[config.mk]
export PLATFORM = sky130hd
export DESIGN_NAME = sort_result_streamer_flat
export DESIGN_NICKNAME = d
export VERILOG_FILES = /design/src/rtl/sort_pkg.sv /design/src/rtl/sort_result_streamer_if.sv /design/src/rtl/sort_result_streamer.sv /design/src/flat_wrapper.sv
export SDC_FILE = /design/constraint.sdc
export NUM_CORES = 1
export LEC_CHECK = 0
export ABC_AREA = 1
export BUFFER_PORTS_ARGS = -buffer_cell sky130_fd_sc_hd__buf_4
export CORE_MARGIN = 5
export CORE_UTILIZATION = 55
export CTS_BUF_LIST = sky130_fd_sc_hd__clkbuf_8
export DETAILED_ROUTE_END_ITERATION = 12
export PLACE_DENSITY = 0.85
export SLEW_MARGIN = 20
export SYNTH_ARGS = -nofsm -noshare
export SYNTH_HDL_FRONTEND = slang
export SYNTH_SLANG_ARGS = --single-unit
[constraint.sdc]
create_clock -name clock -period 2.85 [get_ports clock]
set_input_delay 0.4275 -clock clock [delete_from_list [all_inputs] [get_ports clock]]
set_output_delay 0.4275 -clock clock [all_outputs]
set_load 0.03 [all_outputs]
[src/rtl/sort_pkg.sv]
// ---------------------------------------------------------------------------
// sort_pkg
// Shared definitions for the quicksort result streamer:
//   - ELEM_W_DEF   : default element width
//   - stream_state_e : streamer FSM state encoding
//   - idx_width()  : index width for an array of n elements (at least 1 bit)
// ---------------------------------------------------------------------------
package sort_pkg;

  localparam int ELEM_W_DEF = 4;

  typedef enum logic [1:0] {
    ST_IDLE     = 2'd0,
    ST_STREAM   = 2'd1,
    ST_WAIT_LOW = 2'd2
  } stream_state_e;

  // A single-element array still needs a 1-bit index port.
  function automatic int idx_width(input int n);
    return (n > 1) ? $clog2(n) : 1;
  endfunction

endpackage

[src/rtl/sort_result_streamer_if.sv]
// ---------------------------------------------------------------------------
// sort_result_streamer_if
// Valid/ready element stream carrying the sorted result.
//   m_data  : current element
//   m_index : index of m_data within the array
//   m_valid : beat valid
//   m_ready : consumer accepts the beat when m_valid && m_ready
//   m_last  : final element of the array
// Modports: master (streamer side), slave (consumer side).
// ---------------------------------------------------------------------------
interface sort_result_streamer_if
  import sort_pkg::*;
#(
  parameter int ELEM_W = ELEM_W_DEF,
  parameter int IDX_W  = 1
);

  logic [ELEM_W-1:0] m_data;
  logic [IDX_W-1:0]  m_index;
  logic              m_valid;
  logic              m_ready;
  logic              m_last;

  modport master (output m_data, m_index, m_valid, m_last, input m_ready);
  modport slave  (input m_data, m_index, m_valid, m_last, output m_ready);

endinterface

[src/rtl/sort_result_streamer.sv]
// ---------------------------------------------------------------------------
// sort_result_streamer
// Snapshots the packed sorted array when array_valid is high and serialises
// it, lowest index first, onto a valid/ready element stream. The snapshot lets
// the sorter restart while the result is still draining.
//
// Ports:
//   clock       : sole clock, rising edge
//   reset_n     : asynchronous active-low reset
//   array_in    : packed sorted array, element i = [i*ELEM_W +: ELEM_W]
//   array_valid : level, array_in holds a complete result
//   array_ack   : one-cycle pulse on the cycle after capture
//   m           : element stream (master modport)
//   busy        : high whenever the FSM is not idle
//   order_err   : sticky descending-pair flag (only with SORT_CHECK_EN)
//
// Build option: define SORT_CHECK_EN to build the ascending-order checker;
// otherwise order_err is tied low.
// ---------------------------------------------------------------------------
module sort_result_streamer
  import sort_pkg::*;
#(
  parameter int ARR_WIDTH = 4,
  parameter int ELEM_W    = ELEM_W_DEF
) (
  input  logic                        clock,
  input  logic                        reset_n,
  input  logic [ARR_WIDTH*ELEM_W-1:0] array_in,
  input  logic                        array_valid,
  output logic                        array_ack,
  sort_result_streamer_if.master      m,
  output logic                        busy,
  output logic                        order_err
);

  localparam int              IDX_W    = idx_width(ARR_WIDTH);
  localparam logic [IDX_W-1:0] LAST_IDX = IDX_W'(ARR_WIDTH - 1);

  stream_state_e                    state_q, state_d;
  logic [IDX_W-1:0]                 idx_q, idx_d;
  logic                             ack_q, ack_d;
  logic                             capture;
  logic [ARR_WIDTH-1:0][ELEM_W-1:0] snap_q;
  logic [ELEM_W-1:0]                cur_elem;

  assign cur_elem = snap_q[idx_q];

  always_comb begin
    state_d = state_q;
    idx_d   = idx_q;
    ack_d   = 1'b0;
    capture = 1'b0;
    unique case (state_q)
      ST_IDLE: begin
        if (array_valid) begin
          capture = 1'b1;
          ack_d   = 1'b1;
          idx_d   = '0;
          state_d = ST_STREAM;
        end
      end
      ST_STREAM: begin
        if (m.m_ready) begin
          if (idx_q == LAST_IDX) state_d = ST_WAIT_LOW;
          else                   idx_d   = idx_q + 1'b1;
        end
      end
      // Wait for the level to drop so one result is never streamed twice.
      ST_WAIT_LOW: begin
        if (!array_valid) state_d = ST_IDLE;
      end
      default: state_d = ST_IDLE;
    endcase
  end

  always_ff @(posedge clock or negedge reset_n) begin
    if (!reset_n) begin
      state_q <= ST_IDLE;
      idx_q   <= '0;
      ack_q   <= 1'b0;
      snap_q  <= '0;
    end else begin
      state_q <= state_d;
      idx_q   <= idx_d;
      ack_q   <= ack_d;
      if (capture) snap_q <= array_in;
    end
  end

  // Outputs decode only registered state, so nothing from m_ready or
  // array_valid reaches them combinationally.
  assign m.m_valid = (state_q == ST_STREAM);
  assign m.m_data  = cur_elem;
  assign m.m_index = idx_q;
  assign m.m_last  = (state_q == ST_STREAM) && (idx_q == LAST_IDX);
  assign busy      = (state_q != ST_IDLE);
  assign array_ack = ack_q;

`ifdef SORT_CHECK_EN
  logic              beat;
  logic [ELEM_W-1:0] prev_q;
  logic              err_q;

  assign beat = (state_q == ST_STREAM) && m.m_ready;

  always_ff @(posedge clock or negedge reset_n) begin
    if (!reset_n) begin
      prev_q <= '0;
      err_q  <= 1'b0;
    end else begin
      if (capture) begin
        err_q <= 1'b0;
      end else if (beat && (idx_q != '0) && (cur_elem < prev_q)) begin
        err_q <= 1'b1;
      end
      if (beat) prev_q <= cur_elem;
    end
  end

  assign order_err = err_q;
`else
  assign order_err = 1'b0;
`endif

endmodule

[src/flat_wrapper.sv]
// flat-port wrapper written by rule: the top's interface ports become plain ports
module sort_result_streamer_flat import sort_pkg::*;
#(
  parameter int ARR_WIDTH = 4,
  parameter int ELEM_W    = ELEM_W_DEF
)
  (clock, reset_n, array_in, array_valid, array_ack, busy, order_err, m_m_data, m_m_index, m_m_valid, m_m_last, m_m_ready);
  sort_result_streamer_if #(.ELEM_W(ELEM_W), .IDX_W((2))) m_i ();
  input  logic clock;
  input  logic reset_n;
  input  logic [ARR_WIDTH*ELEM_W-1:0] array_in;
  input  logic array_valid;
  output logic array_ack;
  output logic busy;
  output logic order_err;
  output wire logic [$bits(m_i.m_data)-1:0] m_m_data;
  output wire logic [$bits(m_i.m_index)-1:0] m_m_index;
  output wire logic [$bits(m_i.m_valid)-1:0] m_m_valid;
  output wire logic [$bits(m_i.m_last)-1:0] m_m_last;
  input wire logic [$bits(m_i.m_ready)-1:0] m_m_ready;
  assign m_m_data = m_i.m_data;
  assign m_m_index = m_i.m_index;
  assign m_m_valid = m_i.m_valid;
  assign m_m_last = m_i.m_last;
  assign m_i.m_ready = m_m_ready;
  sort_result_streamer #(.ARR_WIDTH(ARR_WIDTH), .ELEM_W(ELEM_W)) u_core (.clock(clock), .reset_n(reset_n), .array_in(array_in), .array_valid(array_valid), .array_ack(array_ack), .m(m_i), .busy(busy), .order_err(order_err));
endmodule
### Word-level counts from Yosys, hierarchy flattened

Index checks and enable logic that the tools add are counted.

* input bits: 20
* register bits after elaboration: 21

* multiplexer cells: 13
* equality and inequality tests: 8
* order comparisons: 1
* reduce and logical (&&, ||, !) cells: 6
* add/subtract/negate cells: 1

Operator list (number)
* $mux 2: 7
* $bmux 4 s2: 1
* $reduce_and 4->1: 2
* $ne 2x2->1 const B: 3
* $pmux 2 s3: 1
* $eq 2x2->1 const B: 2
* $mux 4: 1
* $ne 2x1->1 const B: 2
* $pmux 2 s2: 1
* $reduce_bool 2->1: 2
* $lt 2x3->1 const B: 1
* $add 2x1->2 const B: 1
* $eq 2x1->1 const B: 1
* $logic_not 2->1: 1
* $mux 1: 2
* $logic_and 1x1->1: 1

### Depth between registers and ports, before layout

Gate-level depths: netlist (run 1).

* word-level depth: 4
* mapped depth: 8
* gate-level depth less buffers: 8

### Worst setup path after synthesis (run 1)

Ideal clock, no wire load.

* path kind: register to output
* from: register u_core.idx_q[1], in the netlist u_core.m.m_index[1]
* to: output port m_m_last
* data required time: 2.423 ns
* path slack: 0.937 ns
* cell stages (with the launch flop): 4
* buffers on the path: 0
* arrival time: 1.485 ns
* cell sequence: dfrtp_1 -> ha_1 -> inv_1 -> nor3_1

* cells in the longest elaborated chain, start to end: 2

Ends and longest elaborated chain
* start: declaration: line sort_result_streamer.sv:40 `logic [IDX_W-1:0] idx_q, idx_d;`
* start signal: assignment: line sort_result_streamer.sv:84 `idx_q <= idx_d;`
* $eq 2x2->1: line sort_result_streamer.sv:95 `assign m.m_last = (state_q == ST_STREAM) && (idx_q == LAST_IDX);`
* $logic_and 1x1->1: line sort_result_streamer.sv:95
* end: declaration: line flat_wrapper.sv:19 `output wire logic [$bits(m_i.m_last)-1:0] m_m_last;`

Every way passes these cells.

### Worst setup path after layout (run 1)

* from: register u_core.idx_q[0], in the netlist u_core.m.m_index[0]
* to: output port m_m_data[2]

* cells in the longest elaborated chain, start to end: 2

Ends and longest elaborated chain
* $bmux 4 s2: line sort_result_streamer.sv:46 `assign cur_elem = snap_q[idx_q];`
* $mux 4 (implied by the code): line sort_result_streamer.sv:46
* end: declaration: line flat_wrapper.sv:16 `output wire logic [$bits(m_i.m_data)-1:0] m_m_data;`

Every way passes these cells. The select of a mux whose other input is x is not followed.

==> summary.md, run 1 <==
| Metric | Value |
|---|---|
| Mean number of vias per cell | 4.97 |
| Largest fanout on the critical path | 11 |
| ANT cells | 0 |
| CP cell instances | inv_2, a21oi_1, o21ai_0, o21ai_1, buf_4 |
| Core area | 1920 sq um |
| Worst setup path class | reg2out |
| Clock Path Buffers | 2 |
| Metal1 wirelength | 935 um |
| Initial antenna violation count | 0 |
| Final setup violation count | 0 |
| Largest net degree at the start of global routing | 22 |
| RD Place Congestion | 0.762 |
| Synthesis Warnings | 0 |
| Reg-to-reg critical path startpoint | u_core.state_q[1]$_DFFE_PN0P_ |
| Fmax | 536 MHz |
| Pre-Repair DR Iteration Count | 5 |
| Critical path origin | u_core.m.m_index[0]$_DFFE_PN0P_ |
| #FFs+latches synth | 21 |
| Slew Limit Fails | 0 |
| Worst Path Arrival | 1440 ps |
| Met2 WL | 1210 um |
| Io pins | 31 |
| Synthesized instance count | 126 |
| Worst hold path type | in2async |
| H-tree levels | 1 |
| Total GRT Usage | 17.8% |
| Final wirelength | 2340 um |
| Max-Cap Viols | 0 |
| Post_cts resized | 0 |
| Area grow syn2layout | 23.4% |
| TNS Setup | 0 ps |
| Peak VDD IR | 673 uV |
| Final Power | 0.00149 W |
| Remaining DRCs | 0 |
| Fillers | 168 |
| Area of the multi-input gates | 498 sq um |
| Clock root buffer | clkbuf_8 |
| Cell taking the most area after synthesis | dfrtp_1 |
| Overflow after GRT | 0 |
| Crit path launch type | flop |
| Routed len/inst | 12.9 um |
| Via count | 904 |
| Worst path slowest cell | dfrtp_1 |
| Global-route wire length before repair | 3820 um |
| Hold_buf cts | 0 |
| FF-to-FF path depth | 5 |
| Synth Net Count | 147 |
| # rows | 16 |
| Starting Density | 57.0% |
| Area contributors post-synth | dfrtp_1, nand2_1, nand2_4 |
| TritonCTS clock tree | yes |
| Worst EP required | 2420 ps |
| Clk slew on worst S/H paths | 80 ps |
| Synth Area per Inst | 8.69 sq um |
| Post-DP HPWL | 1680 um |
| Number of global-route vias before repair | 927 |
| PwrDens | 1100 nW/um^2 |
| Fin crit share | 65.5% |
| RSZ-0062 raised after global routing | false |
| Die Area | 2980 sq um |
| Setup crit end kind | output port |
| Area share of the largest cell type after synthesis | 48.0% |
| Initial DRC count | 16 |
| Met3 WL | 161 um |
| Layout net count | 177 |
| Final hold violations | 0 |
| Max Clock Skew | 5.62 ps |
| FF/Latch Area | 526 sq um |
| Clock Latency Late Sink | 260 ps |
| Die X | 54.6 um |
| Clock period minus worst slack | 1870 ps |
| Post-CTS setup buffers | 0 |
| Status | finished, final reports clean |
| Die Ht | 54.6 um |
| Mapped Area | 1090 sq um |
| Distinct cells, synth | 21 |
| Buffers on Ports | 29 |
| Max layer used | met4 |
| CP peak stage delay | 550 ps |
| Sink Count | 21 |
| Antenna Nets Post-Route | 0 |
| LEAKAGE | 0.758 nW |
| Sequential share of the synthesized area | 48.0% |
| CTS Buf Count | 3 |
| Share of cells above drive strength 1 | 36.1% |
Yosys cell counts:
cell	number
ha_1	1
buf_2	1
o22ai_1	3
a21oi_1	2
inv_1	3
nor3_1	1
nor2_1	7
conb_1	1
nand2_4	9
buf_12	1
nand2_2	9
nand3_4	1
o21ai_1	4
o21ai_0	8
buf_4	2
nor2_2	1
nand3_1	3
nand2_1	44
inv_2	3
inv_6	1
dfrtp_1	21
state kept, by name, indices dropped and copies added, names as in the netlist:
name / flops
u_core.snap_q: 16
u_core.m.m_index: 2
u_core.state_q: 2
u_core.array_ack: 1
cells in the final DEF, fill, tap and decap left out:
cell type,count
inv_2,3
nor2_1,7
nand3_1,3
nand2_4,9
nand2_2,9
nor2_2,1
nand2_1,44
buf_4,29
dfrtp_1,21
a21oi_1,2
nor3_1,1
o21ai_0,8
inv_6,1
o21ai_1,4
o22ai_1,3
inv_1,4
nand3_4,1
clkbuf_8,3
ha_1,1
conb_1,1
final timing paths:
check	slack [ps]	endpoint
max	980	m_m_data[2]
min	40	u_core.snap_q[8]$_DFFE_PN0P_
max reg2reg	1550	u_core.snap_q[1]$_DFFE_PN0P_
min reg2reg	490	u_core.snap_q[4]$_DFFE_PN0P_
max in group asynchronous	2590	u_core.snap_q[11]$_DFFE_PN0P_
min in group clock	350	u_core.snap_q[8]$_DFFE_PN0P_
worst max-delay path: cells and delay by family (launching register included):
kind	cells	cell delay, ps
compound gates	3	300
buf+inv	2	320
flops	1	550
power by group:
group	internal [W]	switching (W)
clock	0.0000960	0.0000943
sequential	0.000432	0.000101
combinational	0.000270	0.000493
per-stage QoR:
stage,hold WS (ps),cells,utilization (%),worst slack (ps),instance area (sq um)
floorplan,132,126,-,937,1090
global placement,322,178,68.0,1340,1310
detailed placement,321,178,68.0,1280,1310
CTS,42.6,182,70.3,992,1350
global route,61.8,182,70.3,856,1350
finish,35.4,182,70.3,985,1350
layout make-up:
| cell class | instances | share of cell area [%] |
|---|---|---|
| flip-flops and latches | 21 | 38.9 |
| multi-input cells | 94 | 36.9 |
| repair buffers | 29 | 16.1 |
| clock buffers | 3 | 3.06 |
| well taps | 27 | 2.50 |
| inverters | 7 | 2.31 |
| clock inverters | 1 | 0.278 |
logic make-up after synthesis:
family,synth area share [%]
buffers and inverters,6.51
adder cells (fa/ha/maj),1.14
flip-flops,48.0
AO/OA/AOI/OAI,8.11
other,0.343
AND/OR/NAND/NOR,35.9
routing by layer:
metal / global-route usage [%] / up-vias
met1: 20.5 / 418
met5: 0 / -
met4: 7.47 / 0
li1: - / 451
met3: 2.72 / 5
met2: 32.3 / 30
No activity file was read; power rests on OpenSTA's default activity.
==> run 2, diff against run 1 <==
--- a/config.mk
+++ b/config.mk
@@ -8,10 +8,10 @@
 export ABC_AREA = 1
 export BUFFER_PORTS_ARGS = -buffer_cell sky130_fd_sc_hd__buf_4
 export CORE_MARGIN = 5
-export CORE_UTILIZATION = 55
+export CORE_UTILIZATION = 48
 export CTS_BUF_LIST = sky130_fd_sc_hd__clkbuf_8
 export DETAILED_ROUTE_END_ITERATION = 12
-export PLACE_DENSITY = 0.85
+export PLACE_DENSITY = 0.78
 export SLEW_MARGIN = 20
 export SYNTH_ARGS = -nofsm -noshare
 export SYNTH_HDL_FRONTEND = slang
==> constraint.sdc (replaced) <==
create_clock -name clock -period 1.6 [get_ports clock]
set_input_delay 0.24 -clock clock [delete_from_list [all_inputs] [get_ports clock]]
set_output_delay 0.24 -clock clock [all_outputs]
set_load 0.03 [all_outputs]
==> run 2 against run 1 <==
Effect of this change: register-to-register slack worse by 1300 ps; cell count up 3.3%; non-clock buffer count increased by 5; clock skew increased by 0.64 ps; largest power group unchanged; cell area increased by 5.0%; critical endpoint is now m_m_data[3]; sequential cell count unchanged; critical path depth shrank 1; sequential share of layout area fell by 1.7 points; total power is 85% higher; utilization is 5.5 points lower.
==> summary.md, run 2 (synthesized netlist as in run 1, its figures left out) <==
| Metric | Value |
|---|---|
| Remaining DRCs | 0 (unchanged) |
| TritonCTS clock tree | yes (unchanged) |
| Global-route wire length before repair | 4050 um (was 3820 um) |
| Fillers | 199 (was 168) |
| Max FFs per register | 16 (unchanged) |
| FF/Latch Area | 528 sq um (was 526 sq um) |
| LEAKAGE | 0.790 nW (was 0.758 nW) |
| Clock Path Buffers | 2 (unchanged) |
| Core area | 2190 sq um (was 1920 sq um) |
| Via count | 936 (was 904) |
| Final setup violation count | 0 (unchanged) |
| Peak VDD IR | 923 uV (was 673 uV) |
| Max-Cap Viols | 0 (unchanged) |
| Area grow syn2layout | 29.6% (was 23.4%) |
| Pre-CTS setup slack | 199 ps (was 1280 ps) |
| Layout net count | 182 (was 177) |
| Worst Path Arrival | 1280 ps (was 1440 ps) |
| Setup crit end kind | output port (unchanged) |
| Dpl cell area | 1330 sq um (was 1310 sq um) |
| Buffers on Ports | 29 (unchanged) |
| Clock Latency Late Sink | 270 ps (was 260 ps) |
| Pre-Repair DR Iteration Count | 4 (was 5) |
| Antenna Nets Post-Route | 0 (unchanged) |
| Sink Count | 21 (unchanged) |
| Clock period minus worst slack | 1520 ps |
| Starting Density | 50.0% (was 57.0%) |
| Top reg by flops | u_core.snap_q (unchanged) |
| Overflow after GRT | 0 (unchanged) |
| Total GRT Usage | 15.9% (was 17.8%) |
| Die Area | 3340 sq um (was 2980 sq um) |
| Area of the multi-input gates | 522 sq um (was 498 sq um) |
| Share of cells above drive strength 1 | 41.3% (was 36.1%) |
| H-tree levels | 1 (unchanged) |
| # rows | 17 (was 16) |
| CTS Buf Count | 3 (unchanged) |
| ANT cells | 0 (unchanged) |
| Fin crit share | 95.0% |
| Initial antenna violation count | 0 (unchanged) |
| Initial DRC count | 16 (unchanged) |
| Post-DP HPWL | 1760 um (was 1680 um) |
| Final hold violations | 0 (unchanged) |
| Worst EP required | 1360 ps (was 2420 ps) |
| Worst setup path class | reg2out (unchanged) |
| R2R setup slack | 290 ps (was 1550 ps) |
| PwrDens | 1930 nW/um^2 (was 1100 nW/um^2) |
| Io pins | 31 (unchanged) |
| RD Place Congestion | 0.805 (was 0.762) |
| Final Core Density | 64.8% (was 70.3%) |
| Final instance area | 1420 sq um (was 1350 sq um) |
| Largest fanout on the critical path | 7 (was 11) |
| Crit path launch type | flop (unchanged) |
| Final setup margin | 80.1 ps (was 985 ps) |
| Worst hold path type | in2reg (was in2async) |
| Number of global-route vias before repair | 963 (was 927) |
| Mean number of vias per cell | 4.98 (was 4.97) |
| Max Clock Skew | 6.26 ps (was 5.62 ps) |
| Status | finished, final reports clean (unchanged) |
| Routed len/inst | 12.8 um (was 12.9 um) |
| Largest net degree at the start of global routing | 22 (unchanged) |
| Clk slew on worst S/H paths | 70 ps (was 80 ps) |
| Die Ht | 57.8 um (was 54.6 um) |
| Most common library cell in the layout ignoring fill and taps | nand2_1 (unchanged) |
| Final wirelength | 2400 um (was 2340 um) |
| Clock root buffer | clkbuf_8 (unchanged) |
| Leading cell types in the layout, fill and taps excluded | nand2_1, buf_4, dfrtp_1, nand2_4, nand2_2 (unchanged) |
| Slew Limit Fails | 0 (unchanged) |
| Die X | 57.8 um (was 54.6 um) |
| Fmax | 658 MHz |
[run 2: cell types whose count changed in the layout (fill, tap and decap cells not counted), moves of 2 or more]
| cell | change |
|---|---|
| o22ai_2 | +3 |
| buf_4 | +3 |
| dfrtp_2 | +2 |
| o22ai_1 | -3 |
| o21ai_0 | -2 |
| dfrtp_1 | -2 |
| o21ai_1 | +2 |
[run 2: report_power, final]
part / switching (W) / leakage (nW) / total [W] / internal, W
logic: 0.000914 / 0.503 / 0.00146 / 0.000546
registers: 0.000168 / 0.260 / 0.000942 / 0.000773
clock network: 0.000171 / 0.0269 / 0.000342 / 0.000171
[run 2: worst paths after layout]
path / depth (start not counted) / start / endpoint
min reg2reg: 2 / u_core.snap_q[1]$_DFFE_PN0P_ / u_core.snap_q[1]$_DFFE_PN0P_
max: 4 / u_core.m.m_index[0]$_DFFE_PN0P_ / m_m_data[3]
max in group asynchronous: 2 / reset_n / u_core.m.m_index[0]$_DFFE_PN0P_
min in group asynchronous: 2 / reset_n / u_core.snap_q[12]$_DFFE_PN0P_
min: 3 / array_in[6] / u_core.snap_q[6]$_DFFE_PN0P_
max reg2reg: 5 / u_core.state_q[0]$_DFFE_PN0P_ / u_core.snap_q[10]$_DFFE_PN0P_
[run 2: repair_timing]
action / CTS / global route
hold buffers: 1 / 0
setup buffers: 0 / 4
endpoints found under the hold margin: 21 / 0
resized for setup: 1 / 4
endpoints found under the setup margin: 5 / 5
gates cloned: 0 / 0
[run 2: routing by layer]
layer | share of wire (%) | GRT usage (%)
met1 | 41 | 17.4
met5 | 0 | 0
met4 | 2.9 | 10.3
met3 | 6.0 | 3.56
met2 | 50 | 27.6
[run 2: critical path: stages, from the launching register on]
cell,delay [ps]
dfrtp_2,460
clkbuf_2,160
nor2_1,130
o22ai_2,90
buf_4,170
[run 2: area by class of cell]
| cell class | instances | area share, % |
|---|---|---|
| flip-flops and latches | 21 | 37.2 |
| multi-input cells | 94 | 36.8 |
| repair buffers | 34 | 18.0 |
| clock buffers | 3 | 2.91 |
| well taps | 28 | 2.47 |
| inverters | 7 | 2.38 |
| clock inverters | 1 | 0.265 |
[run 2: stage by stage]
| step | TNS [ps] | power, W | instances | hold WS (ps) |
|---|---|---|---|---|
| after detailed placement | 0 | 0.00236 | 179 | 136 |
| final | 0 | 0.00274 | 188 | 168 |
| after global placement | 0 | 0.00233 | 179 | 135 |
| after global routing | -7.00 | 0.00296 | 188 | 161 |
| after CTS | 0 | 0.00272 | 184 | 162 |
| after floorplan | 0 | 0.00197 | 126 | -55.6 |
